<file path="src/rtl/i2c_rx_fifo.sv">
// Receive buffer behind the I2C slave: synchronizes the byte strobe into clk_50M,
// optionally filters by address, and queues {addr, rec_d} in a first-word-fall-through FIFO.
module i2c_rx_fifo #(
  parameter int unsigned DEPTH     = 8,
  parameter bit          FILTER_EN = 1'b1,
  parameter logic [6:0]  DEV_ADDR  = 7'h50
) (
  input  logic                     clk_50M,
  input  logic                     rst,
  input  logic                     d_val_async,
  input  logic [7:0]               rec_d,
  input  logic [6:0]               addr,
  output logic                     rd_valid,
  input  logic                     rd_ready,
  output logic [7:0]               rd_data,
  output logic [6:0]               rd_addr,
  output logic [$clog2(DEPTH):0]   count,
  output logic                     overflow,
  input  logic                     ovf_clr,
  output logic                     filt_drop
);

  localparam int unsigned AW = $clog2(DEPTH);
  localparam int unsigned CW = AW + 1;

  logic          s1, s2, s3;
  logic          edge_det;
  logic          addr_ok;
  logic          push_req;
  logic          pop;
  logic          full;
  logic          push;
  logic          drop;
  logic [AW-1:0] wr_ptr, rd_ptr;
  logic [14:0]   mem [DEPTH];

  // Chain resets to 1 so a strobe already high at reset release never produces an edge.
  always_ff @(posedge clk_50M or posedge rst) begin
    if (rst) begin
      s1 <= 1'b1;
      s2 <= 1'b1;
      s3 <= 1'b1;
    end else begin
      s1 <= d_val_async;
      s2 <= s1;
      s3 <= s2;
    end
  end

  always_comb begin
    edge_det  = s2 & ~s3;
    addr_ok   = !FILTER_EN || (addr == DEV_ADDR);
    filt_drop = edge_det & ~addr_ok;
    push_req  = edge_det & addr_ok;
    rd_valid  = (count != '0);
    full      = (count == CW'(DEPTH));
    pop       = rd_valid & rd_ready;
    push      = push_req & (~full | pop);
    drop      = push_req & full & ~pop;
    rd_data   = mem[rd_ptr][7:0];
    rd_addr   = mem[rd_ptr][14:8];
  end

  // When full with a simultaneous pop, wr_ptr equals rd_ptr: the new entry lands in the slot being freed.
  always_ff @(posedge clk_50M) begin
    if (push) mem[wr_ptr] <= {addr, rec_d};
  end

  always_ff @(posedge clk_50M or posedge rst) begin
    if (rst) begin
      wr_ptr   <= '0;
      rd_ptr   <= '0;
      count    <= '0;
      overflow <= 1'b0;
    end else begin
      if (push) wr_ptr <= wr_ptr + AW'(1);
      if (pop)  rd_ptr <= rd_ptr + AW'(1);
      case ({push, pop})
        2'b10:   count <= count + CW'(1);
        2'b01:   count <= count - CW'(1);
        default: count <= count;
      endcase
      if (drop)         overflow <= 1'b1;
      else if (ovf_clr) overflow <= 1'b0;
    end
  end

endmodule

</file>
<file path="config.mk">
export PLATFORM = sky130hd
export DESIGN_NAME = i2c_rx_fifo
export DESIGN_NICKNAME = d
export VERILOG_FILES = /design/src/rtl/i2c_rx_fifo.sv
export SDC_FILE = /design/constraint.sdc
export NUM_CORES = 1
export LEC_CHECK = 0
export BUFFER_PORTS_ARGS = -buffer_cell sky130_fd_sc_hd__buf_2
export CORE_MARGIN = 3
export CORE_UTILIZATION = 30
export CTS_CLUSTER_SIZE = 14
export DETAILED_ROUTE_END_ITERATION = 10
export SLEW_MARGIN = 5
export SYNTH_ARGS = -nofsm -noshare
export SYNTH_HDL_FRONTEND = slang
export SYNTH_SLANG_ARGS = --single-unit
export TNS_END_PERCENT = 20
</file>
<file path="constraint.sdc">
create_clock -name clk_50M -period 3.5 [get_ports clk_50M]
set_input_delay 0.875 -clock clk_50M [delete_from_list [all_inputs] [get_ports clk_50M]]
set_output_delay 0.875 -clock clk_50M [all_outputs]
set_load 0.02 [all_outputs]
</file>
==> results of run 1 <==
## state kept, by name, summed over array words and instances (netlist names)
signal / cells
rd_ptr: 3
count: 4
mem: 120
wr_ptr: 3
s1: 1
s2: 1
s3: 1
overflow: 1
## metrics by stage
stage	hold WS, ns	total power, mW	util [%]	worst slack [ns]
4_1_cts	0.3556	5.067	38.41	0.4976
3_5_place_dp	0.3476	3.256	34.78	0.7440
3_3_place_gp	0.3472	3.245	34.78	0.8081
2_1_floorplan	0.3452	2.852	-	0.3026
6_report	0.3547	4.986	38.41	0.5477
5_1_grt	0.3593	5.218	38.41	0.4491
## logic make-up (layout without fill, tap and decap cells)
logic type | after synthesis | in the layout
compound gates | 4 | 4
xor+xnor | 7 | 7
fa+ha+maj | 3 | 3
buf+inv | 11 | 96
flops | 134 | 134
mux | 49 | 49
simple gates | 33 | 33
## power breakdown
group / switching (mW) / leakage [nW] / internal [mW] / total, mW
logic: 0.675 / 0.694 / 0.653 / 1.33
registers: 0.0708 / 1.25 / 1.79 / 1.86
clock network: 0.611 / 0.307 / 1.19 / 1.80
total: 1.36 / 2.25 / 3.63 / 4.99
## Yosys cell counts, types with 2 or more instances
cell type	instances
buf_2	3
dfrtp_1	11
clkbuf_1	4
nand2b_1	3
nor3_1	3
edfxtp_1	120
mux4_2	30
nor2_1	10
mux2_2	17
nand3_1	3
nor2b_1	2
dfstp_2	3
xor2_1	2
ha_1	3
xnor2_1	5
inv_1	2
nand2_1	5
## per-layer routing
metal	share of wire, %	wire length (um)	global-route usage [%]
met5	0	0	0
met4	0.94	91	3.120
met3	4.4	427	4.420
met2	51	4949	17.70
met1	43	4200	13.13
## final cells by class
class	instances	area, um^2	area share (%)
sequential	134	3959	61.07
clock inverter	9	123.9	1.911
inverter	2	7.507	0.1158
tap	220	275.3	4.246
multi-input combinational	96	1254	19.34
clock buffer	23	488.0	7.528
timing repair buffer	62	375.4	5.790
## cell usage in the layout, fill, tap and decap left out, drive strengths merged, types with 5 or more instances in the layout
cell / synthesis / final
nand2: 6 / 6
mux4: 30 / 30
clkinv: 0 / 6
clkbuf: 4 / 23
edfxtp: 120 / 120
mux2: 18 / 18
dfrtp: 11 / 11
xnor2: 5 / 5
nor2: 10 / 10
buf: 5 / 62
## worst min path at each step
stage               start  endpoint  slack [ns]
floorplan              s1        s2        0.35
global placement       s1        s2        0.35
detailed placement     s1        s2        0.35
CTS                    s1        s2        0.36
global route           s1        s2        0.36
finish                 s1        s2        0.35
==> metrics, run 1 <==
critical path depth=4; Sink Count=134; Required @ worst endpoint=2.62 ns; Top delay family on crit path=multiplexers; Reg-to-Reg Start=s2; initial core utilization=31.11%; Placed Cells=514; Worst Setup SP=rd_ptr[0]; largest net degree at the start of global routing=33; Worst Clk Skew=0.005314 ns; post-synthesis xor/xnor area fraction=1.168%; Yosys cell types=32; top_reg_cell synth=edfxtp_1; peak fanout along the critical path=32; row cnt=47; Max-Cap Viols=0; CTS H-tree depth=4; r2r setup slk=1.45 ns; Reg-to-Reg End=mem[5][1]; chip width=138.3 um; f_max=0.3387 GHz; synthesized flop and latch total=134; GRT Util Overall=10.77%; antenna-violating nets left=0; Crit path largest cell delay=0.55 ns; worst-margin pin slew=0.5294 ns; simple logic cell fraction of the synthesized area=4.123%; worst hold path class=reg -> reg; Crit-path slowest cell=mux4_2; cell taking the most area after synthesis=edfxtp_1; CTS tree=built; Final Max Slew Viols=0; Mapped Cells=241; GR Overflow Total=0; hold depth=0; Synth async-reset ratio=10.45%; yosys warns=0; Clock transition at path regs=0.05 ns; post-CTS sizing=0; buffers plus inverters on the worst setup path=2; first-pass GRT wire length=15410 um; Layout area overhead=23.47%; drt pass-1 iters=4; largest family of logic cells by synthesized area=multiplexers; HPWL Detailed=6359 um; Synth Area in Compound Gates=0.6911%; Diodes inserted=0; num ports=42; Via density=4.573; gpl congestion=0.7469; Worst VDD drop=359.3 uV; Critical Path Start Type=register; initial antenna violation count=0; Final setup viols=0; Synth Net Count=264; Pleak=2.249 nW; cells on worst reg2reg path=6; Tcrit/Tclk final=84.35%; Worst Setup EP=rd_addr[5]; post-synthesis sequential area ratio=75.38%; per-cell routed wire length=17.71 um; adder-cell share of the synthesized area=0.7150%; Post-CTS Setup Bufs=0; final instance area=0.006482 mm^2; starting DRC count in detailed routing=100; setup TNS=0 ns; number of enable flip-flop cells after synthesis=120; Mapped Area=0.005250 mm^2; status=finished clean; share of the synthesized area in the top cell type=68.64%; synth top area cells=edfxtp_1, mux4_2, dfrtp_1, mux2_2, dfstp_2; RSZ-0062 raised after global routing=false; CTS Hold Bufs=0; vias in the first global route=2665; PwrDens=769.2 mW/mm^2; WP data arrival=2.08 ns; worst-path cell chain=buf_12 > mux4_2 > mux2_2 > buf_2; layout cell share with drive strength beyond 1=46.63%; Final Non-Filler Cells=546; Tmin final=2.952 ns; mean post-synth cell area=21.78 um^2; CTS max path bufs=2; total number of vias=2497; WS Path Type=reg -> out; Die ar.=0.01912 mm^2; placed cell areas=0.005871 mm^2; critical path capture point type=output port; fillers=1502; core region area=0.01688 mm^2; Inserted Clock Buffers=17; die height=138.3 um; CTS root buffer=clkbuf_16; final hold violations=0; Worst-Skew Late Latency=0.41 ns; Final #Nets=336; mux share of post-synthesis cell area=16.99%; IO buf count=41; WL final=9668 um; DRC=0; Rel. slew slack=64.67%
Note: power is estimated with default switching activity, not from simulation.
==> run 2: changes to the inputs <==
clock period = 2.8 ns   (was 3.5 ns; I/O delays follow)
==> metrics, run 2 (synthesized netlist as in run 1, its figures left out) <==
status=finished clean; CTS max path bufs=2 (unchanged); Final #Nets=334 (-0.60%); first-pass GRT wire length=16460 um (+6.9%); WS Path Type=reg -> out; Final Max Slew Viols=0 (unchanged); CTS H-tree depth=4 (unchanged); Tcrit/Tclk final=98.79%; largest net degree at the start of global routing=31 (-6.1%); Via density=4.706 (+2.9%); Worst-Skew Late Latency=0.41 ns (about the same); Tmin final=2.766 ns; Reg with most FFs=mem; IO buf count=41 (unchanged); WP data arrival=2.07 ns (about the same); WL final=10490 um (+8.5%); f_max=0.3615 GHz; Rel. slew slack=62.36% (-2.3 points); peak fanout along the critical path=8 (-75%); worst hold path class=in -> async; row cnt=47 (unchanged); Max-Cap Viols=0 (unchanged); PwrDens=978.7 mW/mm^2 (+27%); antenna-violating nets left=0 (unchanged); Pleak=2.286 nW (+1.6%); total number of vias=2560 (+2.5%); Inserted Clock Buffers=17 (unchanged); Die ar.=0.01912 mm^2 (unchanged); most common cell after layout, fill and taps aside=edfxtp_1; Worst VDD drop=542.6 uV (+51%); Sink Count=134 (unchanged); CTS tree=built; gpl congestion=0.7166 (-4.1%); num ports=42 (unchanged); Required @ worst endpoint=2.10 ns (-0.52 ns); final hold violations=0 (unchanged); biggest regs=mem (120), count (4); Layout area overhead=25.62%; Diodes inserted=0 (unchanged); Worst Clk Skew=0.008075 ns (+0.002760 ns); DRC=0 (unchanged); critical path capture point type=output port; initial core utilization=31.11% (unchanged); layout cell share with drive strength beyond 1=46.30% (-0.33 points); die height=138.3 um (unchanged); chip width=138.3 um (unchanged); starting DRC count in detailed routing=174 (+74%); per-cell routed wire length=19.28 um (+8.9%); most frequent cells in the layout=edfxtp_1, buf_2, mux4_2; vias in the first global route=2729 (+2.4%); RSZ-0062 raised after global routing=true; Critical Path Start Type=register; core region area=0.01688 mm^2 (unchanged); placed cell areas=0.005896 mm^2 (+0.43%); drt pass-1 iters=4 (unchanged); final instance area=0.006595 mm^2 (+1.7%); initial antenna violation count=0 (unchanged); Clock transition at path regs=0.06 ns (about the same); max FFs per register=120 (unchanged); Min Hold Slack=0.3293 ns (-0.02540 ns); worst-margin pin slew=0.5639 ns (+0.03451 ns); Final setup viols=0 (unchanged); CTS root buffer=clkbuf_16; GR Overflow Total=0 (unchanged); HPWL Detailed=6364 um (about the same); GRT Util Overall=11.55% (+0.78 points)
## run 2: cell count changes in the layout (fill, tap and decap cells not counted), moves of 2 or more
cell	delta
clkbuf_8	-4
mux2_2	-8
mux2_4	+8
buf_6	+4
buf_12	+5
buf_2	-6
clkinv_2	-3
clkinv_4	+2
inv_6	+4
clkinvlp_4	+2
buf_4	-7
## run 2: timing repair
item	in CTS	in global routing
buffers inserted	0	1
endpoints found under the setup margin	6	11
endpoints found under the hold margin	0	0
gates resized for setup	3	16
cloned	1	1
hold buffers	0	0
## run 2: critical path, stage by stage (launching register included)
cell	delay (ns)
dfrtp_2	0.48
clkbuf_16	0.22
mux4_2	0.51
mux2_4	0.28
buf_4	0.16
## run 2: worst paths after layout
kind	start	end	cells past startpoint	slack [ns]
worst max-delay path	rd_ptr[0]	rd_addr[2]	4	0.03
worst min-delay path	rst	count[3]	2	0.33
worst max register to register	s2	mem[4][10]	6	0.73
worst min register to register	s1	s2	0	0.35
max in group asynchronous	rst	rd_ptr[0]	2	2.06
min in group clk_50M	s1	s2	0	0.35
## run 2: per-layer routing
| metal | GRT usage (%) | share of wire (%) |
|---|---|---|
| met3 | 3.246 | 3.5 |
| met2 | 18.40 | 49 |
| met5 | 0 | 0 |
| met4 | 4.212 | 1.2 |
| met1 | 15.20 | 46 |
## run 2: metrics by stage
step / utilization, % / setup slack (ns) / setup TNS (ns) / power (mW) / cells
3_3_place_gp: 34.93 / 0.3025 / 0 / 4.113 / 509
5_1_grt: 39.08 / -0.02207 / -0.1185 / 6.762 / 544
2_1_floorplan: - / -0.2180 / -3.270 / 3.565 / 241
4_1_cts: 38.56 / -0.03037 / -0.05984 / 6.372 / 542
6_report: 39.08 / 0.03393 / 0 / 6.455 / 544
3_5_place_dp: 34.93 / 0.2661 / 0 / 4.123 / 509
## run 2: final cells by class
cell class / instances / area [um^2]
Multi-Input combinational cell: 96 / 1284
Tap cell: 220 / 275.3
Timing Repair Buffer: 60 / 490.5
Fill cell: 1505 / 10280
Clock buffer: 18 / 429.2
Sequential cell: 134 / 3959
Inverter: 2 / 7.507
Clock inverter: 14 / 150.1
## run 2: where the power goes
group / internal (mW) / leakage, nW / switching, mW
sequential: 2.23 / 1.25 / 0.108
combinational: 1.04 / 0.758 / 0.911
clock: 1.32 / 0.279 / 0.843
